## src/rtl/mem_arb_pkg.sv

```systemverilog
// Shared types and constants for the two-port memory arbiter.
package mem_arb_pkg;

  typedef enum logic [1:0] {
    StIdle,
    StWait,
    StResp
  } state_e;

  localparam logic PORT_I = 1'b0;
  localparam logic PORT_D = 1'b1;

  localparam int unsigned DefAddrW = 32;
  localparam int unsigned DefDataW = 32;

endpackage

```

## src/rtl/mem_arb_select.sv

```systemverilog
// Winner selection between fetch and data requests.
// MEM_ARB_RR_EN: round-robin on ties; otherwise data has fixed priority.
module mem_arb_select
  import mem_arb_pkg::*;
(
  input  logic i_req_i,
  input  logic d_req_i,
  input  logic rr_last_i,
  output logic grant_d_o
);

  logic d_wins_tie;

`ifdef MEM_ARB_RR_EN
  // Data wins a tie only when fetch was the most recent grant.
  assign d_wins_tie = (rr_last_i == PORT_I);
`else
  logic unused_rr_last;
  assign unused_rr_last = rr_last_i;
  assign d_wins_tie     = 1'b1;
`endif

  assign grant_d_o = d_req_i & (~i_req_i | d_wins_tie);

endmodule

```

## src/rtl/mem_arbiter.sv

```systemverilog
// Shares one memory port between instruction fetch and MEM-stage data requests.
// MEM_ARB_RR_EN selects round-robin tie breaking in mem_arb_select.
module mem_arbiter
  import mem_arb_pkg::*;
#(
  parameter int unsigned ADDR_W = DefAddrW,
  parameter int unsigned DATA_W = DefDataW
) (
  input  logic              clk_i,
  input  logic              rst_i,
  input  logic              i_req_i,
  input  logic [ADDR_W-1:0] i_addr_i,
  output logic [DATA_W-1:0] i_rdata_o,
  output logic              i_ack_o,
  input  logic              d_req_i,
  input  logic              d_we_i,
  input  logic [ADDR_W-1:0] d_addr_i,
  input  logic [DATA_W-1:0] d_wdata_i,
  output logic [DATA_W-1:0] d_rdata_o,
  output logic              d_ack_o,
  output logic              mem_req_o,
  output logic              mem_we_o,
  output logic [ADDR_W-1:0] mem_addr_o,
  output logic [DATA_W-1:0] mem_wdata_o,
  input  logic [DATA_W-1:0] mem_rdata_i,
  input  logic              mem_ack_i,
  output logic              busy_o
);

  state_e            state_q, state_d;
  logic              owner_q, owner_d;
  logic              rr_last_q, rr_last_d;
  logic              we_q, we_d;
  logic [ADDR_W-1:0] addr_q, addr_d;
  logic [DATA_W-1:0] wdata_q, wdata_d;
  logic [DATA_W-1:0] i_rdata_q, i_rdata_d;
  logic [DATA_W-1:0] d_rdata_q, d_rdata_d;
  logic              grant_d;

  mem_arb_select u_select (
    .i_req_i   (i_req_i),
    .d_req_i   (d_req_i),
    .rr_last_i (rr_last_q),
    .grant_d_o (grant_d)
  );

  always_comb begin
    state_d   = state_q;
    owner_d   = owner_q;
    rr_last_d = rr_last_q;
    we_d      = we_q;
    addr_d    = addr_q;
    wdata_d   = wdata_q;
    i_rdata_d = i_rdata_q;
    d_rdata_d = d_rdata_q;
    unique case (state_q)
      StIdle: begin
        if (i_req_i || d_req_i) begin
          owner_d   = grant_d ? PORT_D : PORT_I;
          rr_last_d = owner_d;
          if (grant_d) begin
            we_d    = d_we_i;
            addr_d  = d_addr_i;
            wdata_d = d_wdata_i;
          end else begin
            we_d    = 1'b0;
            addr_d  = i_addr_i;
            wdata_d = '0;
          end
          state_d = StWait;
        end
      end
      StWait: begin
        if (mem_ack_i) begin
          // Stores capture read data too; the memory defines what it returns.
          if (owner_q == PORT_D) begin
            d_rdata_d = mem_rdata_i;
          end else begin
            i_rdata_d = mem_rdata_i;
          end
          state_d = StResp;
        end
      end
      StResp:  state_d = StIdle;
      default: state_d = StIdle;
    endcase
  end

  always_ff @(posedge clk_i) begin
    if (rst_i) begin
      state_q   <= StIdle;
      owner_q   <= PORT_I;
      rr_last_q <= PORT_I;
      we_q      <= 1'b0;
      addr_q    <= '0;
      wdata_q   <= '0;
      i_rdata_q <= '0;
      d_rdata_q <= '0;
    end else begin
      state_q   <= state_d;
      owner_q   <= owner_d;
      rr_last_q <= rr_last_d;
      we_q      <= we_d;
      addr_q    <= addr_d;
      wdata_q   <= wdata_d;
      i_rdata_q <= i_rdata_d;
      d_rdata_q <= d_rdata_d;
    end
  end

  assign mem_req_o   = (state_q == StWait);
  assign busy_o      = (state_q != StIdle);
  assign i_ack_o     = (state_q == StResp) && (owner_q == PORT_I);
  assign d_ack_o     = (state_q == StResp) && (owner_q == PORT_D);
  assign mem_we_o    = we_q;
  assign mem_addr_o  = addr_q;
  assign mem_wdata_o = wdata_q;
  assign i_rdata_o   = i_rdata_q;
  assign d_rdata_o   = d_rdata_q;

endmodule

```

## config.mk

```make
export PLATFORM = sky130hd
export DESIGN_NAME = mem_arbiter
export DESIGN_NICKNAME = d
export VERILOG_FILES = /design/src/rtl/mem_arb_pkg.sv /design/src/rtl/mem_arb_select.sv /design/src/rtl/mem_arbiter.sv
export SDC_FILE = /design/constraint.sdc
export NUM_CORES = 1
export LEC_CHECK = 0
export CORE_MARGIN = 2
export CORE_UTILIZATION = 37
export CTS_CLUSTER_DIAMETER = 120
export DETAILED_ROUTE_END_ITERATION = 8
export HOLD_SLACK_MARGIN = 0.03
export PLACE_DENSITY = 0.76
export SLEW_MARGIN = 20
export SYNTH_ARGS = -nofsm -noshare
export SYNTH_HDL_FRONTEND = slang
export SYNTH_SLANG_ARGS = --single-unit
```

## constraint.sdc

```tcl
create_clock -name clk_i -period 1.3 [get_ports clk_i]
set_clock_uncertainty 0.1 [all_clocks]
set_input_delay 0.195 -clock clk_i [delete_from_list [all_inputs] [get_ports clk_i]]
set_output_delay 0.195 -clock clk_i [all_outputs]
set_load 0.005 [all_outputs]
```

==> run metrics <==
status finished, violations left; failing checks negative setup slack; cell area after layout 10100 sq um; Post-Synthesis Net Count between 700 and 800; num ports 267; final number of hold-violating endpoints 0; Yosys reg bits roughly 130; most common cell after layout, fill and taps aside clkdlybuf4s50_1; Tot Pwr 0.0115 W; GR Util met2 0.375; placed inst area 8610 sq um; r2r setup slk -0.22 ns; worst-case hold path end point owner_q$_SDFFE_PP0P_; number of port buffers 266; first-pass GRT wire length around 29000 um; worst reg-to-reg path cell count 8; worst relative slew slack 0.809; maximum fanout along the worst path 3; met3 GRT Util 0.0842; clk_lat worst skew between 0.4 and 0.5 ns; ratio of cells with drive above 1 in the final layout 0.477; die height about 130 um; mapped cell area 5640 sq um; setup ws final -0.234 ns; ANT nets after route 0; DRC 0; final hold slack about 0.15 ns; r2r endpoint mem_wdata_o[15]$_SDFFE_PP0P_; final setup vio count ~140; Seq/Total Area, Yosys 0.468; Clk pin slew, worst setup/hold paths 0.06 ns; clock sinks about 130; deepest clock path buffer count 2; ant diodes 0; Max Slew Vio Count 0; synth unique cells 31; GR Util met1 0.254; number of synthesized flops with an enable pin 0; Leakage 4.12 nW; antenna violations before repair 0; Final nets slightly above 1000; CTS Buf Count 17; pin count of the biggest net entering global routing between 40 and 50; yosys warns 0; post-layout min period approximately 1.5 ns; root buffer cell clkbuf_16; Overall Global Routing Usage 0.223; Max Cap Viol 0; Placeable Area 15000 sq um; Rows 45; synthesized area per cell approximately 9.5 sq um; DRT Pass-1 Iters 4; Final period util 1.18; Tightest Pin Transition 0.279 ns; vias in the first global route ~5400; worst vdd ir ~0.89 mV; global placer's final weighted congestion about 0.77; fin util 0.673; via/cell ratio 5.00; Chip Width 127 um; H-tree Lvls 4; Hold Path Stages 4; Hold Crit Class input port to flip-flop; CP Capture Type output pin; Synth async-reset ratio 0; synthesis-to-layout area growth 79.4%; CTS tree built; worst slack, placed -0.499 ns; Avg WL per Cell ~18 um; R2R Path Start state_q[1]$_SDFFE_PP0P_; vias approximately 5500; Worst EP arrival approximately 1.2 ns; fmax between 600 and 700 MHz; DP HPWL between 10000 and 15000 um; commonest cells after routing, fill and taps aside clkdlybuf4s50_1 (131), a21oi_2 (107), dfxtp_1 (95); Initial Util 0.375; global route hottest layer met2; RSZ-0062 raised after global routing true; GRT overflow 0; die area between 15000 and 20000 sq um; WL final about 19000 um; CP required 1.00 ns; most common flop cell mapped by yosys dfxtp_1; CP Launch Type flip-flop; min-delay src d_req_i; initial DRC count 267; Mapped Cells 595; PwrDens roughly 1100 nW/um^2; Crit Path Category flip-flop to output pin
how the worst max path moves through the flow:
stage / startpoint / endpoint / slack (ns) / cells after the start
floorplan: state_q[0]$_SDFFE_PP0P_ / mem_addr_o[14]$_SDFFE_PP0P_ / 0.01 / 6
global placement: i_req_i / mem_addr_o[14]$_SDFFE_PP0P_ / -0.47 / 5
detailed placement: i_req_i / mem_addr_o[20]$_SDFFE_PP0P_ / -0.50 / 5
CTS: state_q[0]$_SDFFE_PP0P_ / busy_o / -0.24 / 4
global route: state_q[1]$_SDFFE_PP0P_ / mem_wdata_o[25]$_SDFFE_PP0P_ / -0.27 / 8
finish: state_q[0]$_SDFFE_PP0P_ / d_ack_o / -0.23 / 3
cell families (layout without fill, tap and decap cells):
| family | Yosys count | after routing | share of synthesized area |
|---|---|---|---|
| compound gates | 197 | 197 | 0.255 |
| buf+inv | 58 | 375 | 0.0716 |
| flops | 132 | 132 | 0.468 |
| mux | 32 | 32 | 0.0568 |
| simple gates | 176 | 176 | 0.148 |
layout make-up:
cell class / instances / area, sq um
inverter: 3 / 13.8
tap: 188 / 235
timing repair buffer: 344 / 3460
sequential: 132 / 2690
fill: 1153 / 4910
clock inverter: 4 / 51.3
clock buffer: 24 / 482
multi-input combinational: 405 / 3180
layer usage:
layer,wire length [um],up-vias
li1,-,2657
met1,7640,2589
met2,9650,215
met3,1460,44
met4,600,0
met5,0,-
timing repair:
action                                  CTS  global route
gates cloned                              9             3
endpoints found under the setup margin  253           236
hold endpoints to repair                  2             0
hold buffers                              1             0
pin swaps                                45            87
resized for setup                       306           266
setup buffers                            19             9
synthesized netlist by cell type (6+ instances only):
| library cell | number | area, sq um |
|---|---|---|
| a211oi_2 | 29 | 363 |
| a21oi_1 | 71 | 355 |
| a21oi_2 | 59 | 517 |
| buf_1 | 6 | 22.5 |
| buf_2 | 18 | 90.1 |
| buf_4 | 7 | 52.6 |
| buf_6 | 7 | 78.8 |
| clkbuf_1 | 11 | 41.3 |
| dfxtp_1 | 132 | 2640 |
| mux2i_1 | 32 | 320 |
| nand2_1 | 132 | 495 |
| nand2_2 | 30 | 188 |
| o21ai_1 | 34 | 170 |
worst max-delay path, stage by stage (launching register included):
cell and delay, ns:
dfxtp_4 0.35, buf_6 0.12, and3b_1 0.22, buf_2 0.14
state kept, by name, indices dropped and copies added (netlist names):
name / flops
state_q: 2
mem_we_o: 1
owner_q: 1
i_rdata_o: 32
mem_addr_o: 32
d_rdata_o: 32
mem_wdata_o: 32
per-stage QoR:
| stage | setup TNS, ns | cells |
|---|---|---|
| final | -21.24 | 1100 |
| after detailed placement | -45.47 | 1038 |
| after global routing | -27.88 | 1100 |
| after floorplan | 0 | 595 |
| after global placement | -42.21 | 1038 |
| after CTS | -20.44 | 1095 |
power breakdown:
group | internal, W | total (W) | switching [W]
Sequential | 0.00431 | 0.00446 | 0.000149
Combinational | 0.00143 | 0.00261 | 0.00118
Clock | 0.00274 | 0.00441 | 0.00167
Total | 0.00847 | 0.0115 | 0.00300
No activity file was read; power rests on OpenSTA's default activity.
